--- src/rtl/pc_sequencer_if.sv ---
// Fetch-side bundle between the PC sequencer and instruction memory / pipeline.
interface pc_sequencer_if;
  logic       iFetchAck;
  logic       iJumpTaken;
  logic       iBranchTaken;
  logic [9:0] iBranchAddress;
  logic       iHalt;
  logic       iResume;
  logic [9:0] oIP;
  logic       oFetchReq;
  logic       oFlush;
  logic       oHalted;
  logic [2:0] oState;

  // Sequencer side
  modport master (
    input  iFetchAck, iJumpTaken, iBranchTaken, iBranchAddress, iHalt, iResume,
    output oIP, oFetchReq, oFlush, oHalted, oState
  );

  // Memory / control side
  modport slave (
    output iFetchAck, iJumpTaken, iBranchTaken, iBranchAddress, iHalt, iResume,
    input  oIP, oFetchReq, oFlush, oHalted, oState
  );
endinterface

--- src/rtl/pc_sequencer.sv ---
// Instruction-pointer sequencer: fetch handshake, jump/branch redirect with
// pipeline flush, and halt/resume control. All outputs come from flops.
module pc_sequencer #(
  parameter logic [9:0]  RESET_VECTOR = 10'd0,
  parameter int unsigned FLUSH_CYCLES = 1
) (
  input  logic           Clock,
  input  logic           Reset,
  pc_sequencer_if.master bus
);

  typedef enum logic [2:0] {
    S_IDLE  = 3'd0,
    S_FETCH = 3'd1,
    S_WAIT  = 3'd2,
    S_FLUSH = 3'd3,
    S_HALT  = 3'd4
  } state_t;

  state_t     state_q, state_d;
  logic [9:0] ip_q, ip_d;
  logic       pend_q, pend_d;
  logic [9:0] pend_ip_q, pend_ip_d;
  logic       halt_pend_q, halt_pend_d;
  logic [2:0] cnt_q, cnt_d;
  logic       req_q, flush_q, halted_q;

  logic       redirect;
  logic [9:0] offset;
  logic [9:0] branch_tgt;
  logic [9:0] redirect_tgt;
  logic [9:0] ip_inc;
  logic       wait_pend;
  logic [9:0] wait_tgt;
  logic       wait_halt;

  // Redirect target and increment, all wrapping modulo 1024
  always_comb begin
    redirect     = bus.iJumpTaken | bus.iBranchTaken;
    offset       = {5'b0, bus.iBranchAddress[4:0]};
    branch_tgt   = bus.iBranchAddress[5] ? (ip_q - offset) : (ip_q + offset);
    redirect_tgt = bus.iJumpTaken ? bus.iBranchAddress : branch_tgt;
    ip_inc       = ip_q + 10'd1;
    // In WAIT a new redirect overwrites the pending one; any redirect cancels halt
    wait_pend    = redirect | pend_q;
    wait_tgt     = redirect ? redirect_tgt : pend_ip_q;
    wait_halt    = (halt_pend_q | bus.iHalt) & ~wait_pend;
  end

  // Next-state logic
  always_comb begin
    state_d     = state_q;
    ip_d        = ip_q;
    pend_d      = pend_q;
    pend_ip_d   = pend_ip_q;
    halt_pend_d = halt_pend_q;
    cnt_d       = cnt_q;
    case (state_q)
      S_IDLE: state_d = S_FETCH;
      S_FETCH: begin
        if (redirect) begin
          ip_d        = redirect_tgt;
          state_d     = S_FLUSH;
          cnt_d       = 3'(FLUSH_CYCLES - 1);
          halt_pend_d = 1'b0;
        end else if (bus.iFetchAck) begin
          ip_d    = ip_inc;
          state_d = bus.iHalt ? S_HALT : S_FETCH;
        end else begin
          state_d     = S_WAIT;
          halt_pend_d = bus.iHalt;
        end
      end
      S_WAIT: begin
        if (bus.iFetchAck) begin
          pend_d      = 1'b0;
          halt_pend_d = 1'b0;
          if (wait_pend) begin
            ip_d    = wait_tgt;
            state_d = S_FLUSH;
            cnt_d   = 3'(FLUSH_CYCLES - 1);
          end else begin
            ip_d    = ip_inc;
            state_d = wait_halt ? S_HALT : S_FETCH;
          end
        end else begin
          pend_d      = wait_pend;
          pend_ip_d   = wait_tgt;
          halt_pend_d = wait_halt;
        end
      end
      S_FLUSH: begin
        if (cnt_q == 3'd0) state_d = S_FETCH;
        else               cnt_d   = cnt_q - 3'd1;
      end
      S_HALT: if (bus.iResume) state_d = S_FETCH;
      default: state_d = S_IDLE;
    endcase
  end

  // State and output registers; outputs decoded from next state so they are flops
  always_ff @(posedge Clock) begin
    if (!Reset) begin
      state_q     <= S_IDLE;
      ip_q        <= RESET_VECTOR;
      pend_q      <= 1'b0;
      pend_ip_q   <= '0;
      halt_pend_q <= 1'b0;
      cnt_q       <= '0;
      req_q       <= 1'b0;
      flush_q     <= 1'b0;
      halted_q    <= 1'b0;
    end else begin
      state_q     <= state_d;
      ip_q        <= ip_d;
      pend_q      <= pend_d;
      pend_ip_q   <= pend_ip_d;
      halt_pend_q <= halt_pend_d;
      cnt_q       <= cnt_d;
      req_q       <= (state_d == S_FETCH) || (state_d == S_WAIT);
      flush_q     <= (state_d == S_FLUSH);
      halted_q    <= (state_d == S_HALT);
    end
  end

  assign bus.oIP       = ip_q;
  assign bus.oFetchReq = req_q;
  assign bus.oFlush    = flush_q;
  assign bus.oHalted   = halted_q;
  assign bus.oState    = state_q;

endmodule

--- src/flat_wrapper.sv ---
// flat-port wrapper written by rule: the top's interface ports become plain ports
module pc_sequencer_flat 
#(
  parameter logic [9:0]  RESET_VECTOR = 10'd0,
  parameter int unsigned FLUSH_CYCLES = 1
)
  (Clock, Reset, bus_iFetchAck, bus_iJumpTaken, bus_iBranchTaken, bus_iBranchAddress, bus_iHalt, bus_iResume, bus_oIP, bus_oFetchReq, bus_oFlush, bus_oHalted, bus_oState);
  pc_sequencer_if bus_i ();
  input  logic Clock;
  input  logic Reset;
  input wire logic [$bits(bus_i.iFetchAck)-1:0] bus_iFetchAck;
  input wire logic [$bits(bus_i.iJumpTaken)-1:0] bus_iJumpTaken;
  input wire logic [$bits(bus_i.iBranchTaken)-1:0] bus_iBranchTaken;
  input wire logic [$bits(bus_i.iBranchAddress)-1:0] bus_iBranchAddress;
  input wire logic [$bits(bus_i.iHalt)-1:0] bus_iHalt;
  input wire logic [$bits(bus_i.iResume)-1:0] bus_iResume;
  output wire logic [$bits(bus_i.oIP)-1:0] bus_oIP;
  output wire logic [$bits(bus_i.oFetchReq)-1:0] bus_oFetchReq;
  output wire logic [$bits(bus_i.oFlush)-1:0] bus_oFlush;
  output wire logic [$bits(bus_i.oHalted)-1:0] bus_oHalted;
  output wire logic [$bits(bus_i.oState)-1:0] bus_oState;
  assign bus_i.iFetchAck = bus_iFetchAck;
  assign bus_i.iJumpTaken = bus_iJumpTaken;
  assign bus_i.iBranchTaken = bus_iBranchTaken;
  assign bus_i.iBranchAddress = bus_iBranchAddress;
  assign bus_i.iHalt = bus_iHalt;
  assign bus_i.iResume = bus_iResume;
  assign bus_oIP = bus_i.oIP;
  assign bus_oFetchReq = bus_i.oFetchReq;
  assign bus_oFlush = bus_i.oFlush;
  assign bus_oHalted = bus_i.oHalted;
  assign bus_oState = bus_i.oState;
  pc_sequencer #(.RESET_VECTOR(RESET_VECTOR), .FLUSH_CYCLES(FLUSH_CYCLES)) u_core (.Clock(Clock), .Reset(Reset), .bus(bus_i));
endmodule
--- config.mk ---
export PLATFORM = sky130hd
export DESIGN_NAME = pc_sequencer_flat
export DESIGN_NICKNAME = d
export VERILOG_FILES = /design/src/rtl/pc_sequencer_if.sv /design/src/rtl/pc_sequencer.sv /design/src/flat_wrapper.sv
export SDC_FILE = /design/constraint.sdc
export NUM_CORES = 1
export LEC_CHECK = 0
export BUFFER_PORTS_ARGS = -buffer_cell sky130_fd_sc_hd__buf_2
export CELL_PAD_IN_SITES_DETAIL_PLACEMENT = 0
export CELL_PAD_IN_SITES_GLOBAL_PLACEMENT = 1
export CORE_ASPECT_RATIO = 0.75
export CORE_MARGIN = 5
export CORE_UTILIZATION = 43
export DETAILED_ROUTE_END_ITERATION = 8
export PLACE_DENSITY_LB_ADDON = 0.1
export SLEW_MARGIN = 20
export SYNTH_ARGS = -nofsm -noshare
export SYNTH_HDL_FRONTEND = slang
export SYNTH_SLANG_ARGS = --single-unit
--- constraint.sdc ---
create_clock -name Clock -period 2.9 [get_ports Clock]
set_clock_uncertainty 0.15 [all_clocks]
set_input_delay 0 -clock Clock [delete_from_list [all_inputs] [get_ports Clock]]
set_output_delay 0 -clock Clock [all_outputs]
set_load 0.02 [all_outputs]
* Word-level counts from Yosys, hierarchy flattened
Index checks and enable logic that the tools add are counted.
** Operators by class
- Equal/unequal tests :: 14
- Bitwise operators :: 6
- Reductions and logical operators :: 9
- $add $sub $neg :: 4
- Mux-type cells :: 27
** Operators with widths (number)
- $mux 10 :: 7
- $mux 3 :: 12
- $pmux 10 s2 :: 1
- $pmux 3 s5 :: 1
- $eq 3x2->1 const B :: 4
- $add 10x1->10 const B :: 1
- $add 10x5->10 :: 1
- $sub 10x5->10 :: 1
- $pmux 3 s3 :: 1
- $eq 3x1->1 const B :: 2
- $eq 3x3->1 const B :: 2
- $logic_not 3->1 :: 2
- $ne 3x2->1 const B :: 2
- $reduce_and 5->1 :: 1
- $mux 1 :: 4
- $ne 2x1->1 const B :: 2
- $ne 2x2->1 const B :: 2
- $reduce_and 2->1 :: 2
- $or 1x1->1 :: 3
- $reduce_and 3->1 :: 1
- $reduce_bool 3->1 :: 1
- $sub 3x1->3 const B :: 1
- $not 1->1 :: 2
- $pmux 1 s2 :: 1
- other kinds (3) :: 3
** Word-level totals
- Output and inout bits :: 16
- Register bits after elaboration :: 31
- Input bits :: 17

* Depth between registers and ports, before layout
- Word-level depth :: 10
- Gate-level depth with buffers :: 13
- Gate-level depth less buffers :: 12

* Worst setup path after synthesis
No wires, ideal clock.
- Path type :: register to register
- From :: reg u_core.ip_q[0] (netlist: u_core.bus.oIP[0])
- To :: reg u_core.pend_ip_q[6]
- Path buffers :: 0
- Cell stages (with the launch flop) :: 9
- Required time :: 2.631 ns
- Arrival time :: 2.174 ns
- Path slack :: 0.457 ns
- Path through :: dfxtp_1 -> inv_1 -> ha_1 -> fa_1 -> nand2b_1 -> a21oi_1 -> mux2i_1 -> a32oi_1 -> o221a_2
** On the way
- Word-level cells in the longest chain between the ends :: 4
** RTL lines
- start: declaration :: line pc_sequencer.sv:21 : logic [9:0] ip_q, ip_d;
- start signal: assignment :: line pc_sequencer.sv:115 : ip_q <= ip_d;
- $add 10x5->10 or $sub 10x5->10 (tied branches) :: line pc_sequencer.sv:41 : branch_tgt = bus.iBranchAddress[5] ? (ip_q - offset) : (ip_q + offset);
- $mux 10 * :: line pc_sequencer.sv:41
- $mux 10 * :: line pc_sequencer.sv:42 : redirect_tgt = bus.iJumpTaken ? bus.iBranchAddress : branch_tgt;
- $mux 10 * :: line pc_sequencer.sv:46 : wait_tgt = redirect ? redirect_tgt : pend_ip_q;
- end signal: assignment :: line pc_sequencer.sv:117 : pend_ip_q <= pend_ip_d;
- end: declaration :: line pc_sequencer.sv:23 : logic [9:0] pend_ip_q, pend_ip_d;
Every way passes the cells marked *; elsewhere a longest branch is shown, timed or not.
A chain may end at the register's enable or synchronous reset.

* Final worst setup path
- From :: reg u_core.ip_q[1] (netlist: u_core.bus.oIP[1])
- To :: reg u_core.pend_ip_q[6]
The elaborated chain is that of the path after synthesis.

==> results_dict.tcl <==
set metrics [dict create \
    status "completed" \
    path_class "flop to flop" \
    nets 407 \
    peakVddDrop_uv 215 \
    fp.dieH_microns 77.6 \
    ys_top_cells_by_count "dfxtp_1, nand2_1, a21oi_1" \
    required_ns 2.93 \
    setup_viol 0 \
    switching_share_pct 40.3 \
    first_pass_iters 4 \
    avgSynthCellArea_sq_um 7.64 \
    tritoncts "yes" \
    antenna_found_initial 0 \
    drv_slew 0 \
    grt_pass1_wl_mm 12.5 \
    cts.clk_slew.worst_paths_ns 0.07 \
    vias 2648 \
    area_growth_syn_to_layout_pct 13.7 \
    synth_area_sq_um 2620 \
    netlist.area_leader.share_pct 23.7 \
    hp-class "input port to flop" \
    cts_sinks 31 \
    holdPathStages 3 \
    fin_ws_ns 0.349 \
    die_area_sq_um 7770 \
    drive_above_1_share_pct 17.9 \
    synth_area_leaders "dfxtp_1, ha_1, a21oi_1" \
    worstHoldStart "bus_iBranchTaken" \
    grt_max_degree 20 \
    total_power_mw 1.58 \
    htreeDepth 2 \
    tns_ns 0 \
    min_period_ns 2.55 \
    synth_seq_cells 31 \
    ant_nets 0 \
    clkPwrFrac_pct 21.8 \
    clockBufferDepth 2 \
    r2r_end "u_core.pend_ip_q[6]" \
    post-dp-hpwl_mm 5.71 \
    start_util_pct 44.8 \
    diodes 0 \
    yosysWarnings 0 \
    placed_area_sq_um 2840 \
    finalWirelength_mm 7.46 \
    fp.dieW_microns 100 \
    drt_iter0_drc 111 \
    io_pins 33 \
    intPower_uw 945 \
    synth_ff_type "dfxtp_1" \
    drv_cap 0 \
    hold_ws_ns 0.0175 \
    arrival_ns 2.58 \
    route.detailed.drc 0 \
    p_seq_share_pct 34.2 \
    reg2reg_setup_slack_ns 0.35 \
    ys_async_sr_fraction_pct 0 \
    worst_setup_path_end_kind "flop" \
    powerDensity_nw_per_um2 532 \
    hold_viol 0 \
    timing.final.crit_share_pct 88.0 \
    row_count 24 \
    worstMarginPinSlew_ns 0.824 \
    r2r-start "u_core.bus.oIP[1]" \
    critPathLaunch "u_core.bus.oIP[1]" \
    netlist_instances 343 \
    ff2ff_path_depth 7 \
    critPathLaunchType "flop" \
    rsz0062_at_grt "false" \
    yosysMostFrequentCell "dfxtp_1" \
    cp_max_fo 7 \
    place_congestion 0.921 \
    power_switching_uw 639 \
    cts_setup_buffers 0 \
    maxSlewHeadroom_pct 44.9 \
    finish.instance_area_sq_um 2980 \
    cts_resized 0 \
    yosysSeqAreaShare_pct 23.7 \
    routedWlPerCell_microns 16.5 \
    core-area_sq_um 5860 \
    ys_types 65 \
    fmax_ghz 0.392 \
    dp_slack_ns 0.175 \
    synth_edf_count 0 \
    p_comb_share_pct 44.0 \
    grtUsageTotal_pct 19.7 \
    syn_nets 375 \
    yosysTopAreaCell "dfxtp_1" \
    grt_overflow 0 \
    root_buffer "clkbuf_8" \
    vias_per_cell 5.85 \
    hold_end "u_core.pend_ip_q[9]" \
    numCtsBuffers 5 \
    power_leakage_nw 1.23 \
    grt_pass1_vias 2440 \
    clk_latency_ns 0.28 \
    io_buffer_count 32 \
]
## per-stage QoR
step	utilization (%)	std cells
6_report	50.9	453
3_3_place_gp	48.5	441
2_1_floorplan	-	343
5_1_grt	50.9	453
3_5_place_dp	48.5	441
4_1_cts	50.9	453
## timing repair
item	4_1_cts	5_1_grt
setup endpoints to repair	0	0
endpoints found under the hold margin	6	0
hold buffers	5	0
## worst max-delay path, cell delays in order, from the launching register on
cell,delay (ns)
dfxtp_1,0.48
inv_1,0.11
fa_1,0.47
nand2b_1,0.19
a21oi_1,0.30
mux2i_1,0.29
a32oi_1,0.17
o221a_2,0.28
## layout make-up
cell class / count / area [sq um]
flip-flops and latches: 31 / 621
multi-input cells: 272 / 1840
repair buffers: 43 / 255
inverters: 22 / 82.6
well taps: 78 / 97.6
fillers: 611 / 2880
clock inverters: 1 / 5.00
clock buffers: 6 / 82.6
## sequential cells by signal, summed over array words and instances (netlist names)
register,cells
u_core.bus.oHalted,1
u_core.bus.oFetchReq,1
u_core.cnt_q,3
u_core.pend_ip_q,10
u_core.bus.oState,3
u_core.pend_q,1
u_core.bus.oIP,10
u_core.halt_pend_q,1
u_core.bus.oFlush,1
## worst max-delay path by stage
stage                     slack (ns)                   to  depth (start not counted)
after global placement          0.23    u_core.bus.oIP[5]                         12
after detailed placement        0.17    u_core.bus.oIP[5]                         12
after global routing            0.12  u_core.pend_ip_q[8]                          8
after floorplan                 0.46  u_core.pend_ip_q[6]                          8
final                           0.35  u_core.pend_ip_q[6]                          7
after CTS                       0.35  u_core.pend_ip_q[8]                          8
## cells in the final DEF, fill, tap and decap left out, types with 6 or more instances in the layout
cell type   n
nor2b_1     9
buf_2      32
xnor2_1    12
a21o_1      7
clkbuf_8    6
nand2b_1    7
and2_1      8
buf_4       6
nor3_1     10
o31ai_1     6
dfxtp_1    31
o21ai_0    17
ha_1       14
nor2_1     25
inv_1      22
or3_1       6
nand2_1    27
a31oi_1     8
nand3_1    12
a21oi_1    26
## logic make-up after synthesis
kind of cell / Yosys count / share of synthesized area (%)
fa+ha+maj: 15 / 7.45
compound gates: 108 / 28.9
flops: 31 / 23.7
simple gates: 129 / 26.7
mux: 6 / 2.39
xor+xnor: 14 / 4.68
buf+inv: 40 / 6.25
## layer usage
metal / GRT usage [%] / vias up / routed length (microns)
li1: - / 1318 / -
met1: 29.7 / 1242 / 3830
met2: 28.4 / 76 / 3100
met3: 3.67 / 12 / 412
met4: 5.38 / 0 / 125
met5: 0 / - / 0
## power by group through the flow
stage	Clock [mW]	Sequential, mW	Combinational, mW
after floorplan	0	0.585	0.463
after global placement	0	0.550	0.687
after detailed placement	0	0.550	0.686
after CTS	0.355	0.540	0.694
after global routing	0.377	0.550	0.769
final	0.346	0.542	0.697
Note: power is estimated with default switching activity, not from simulation.
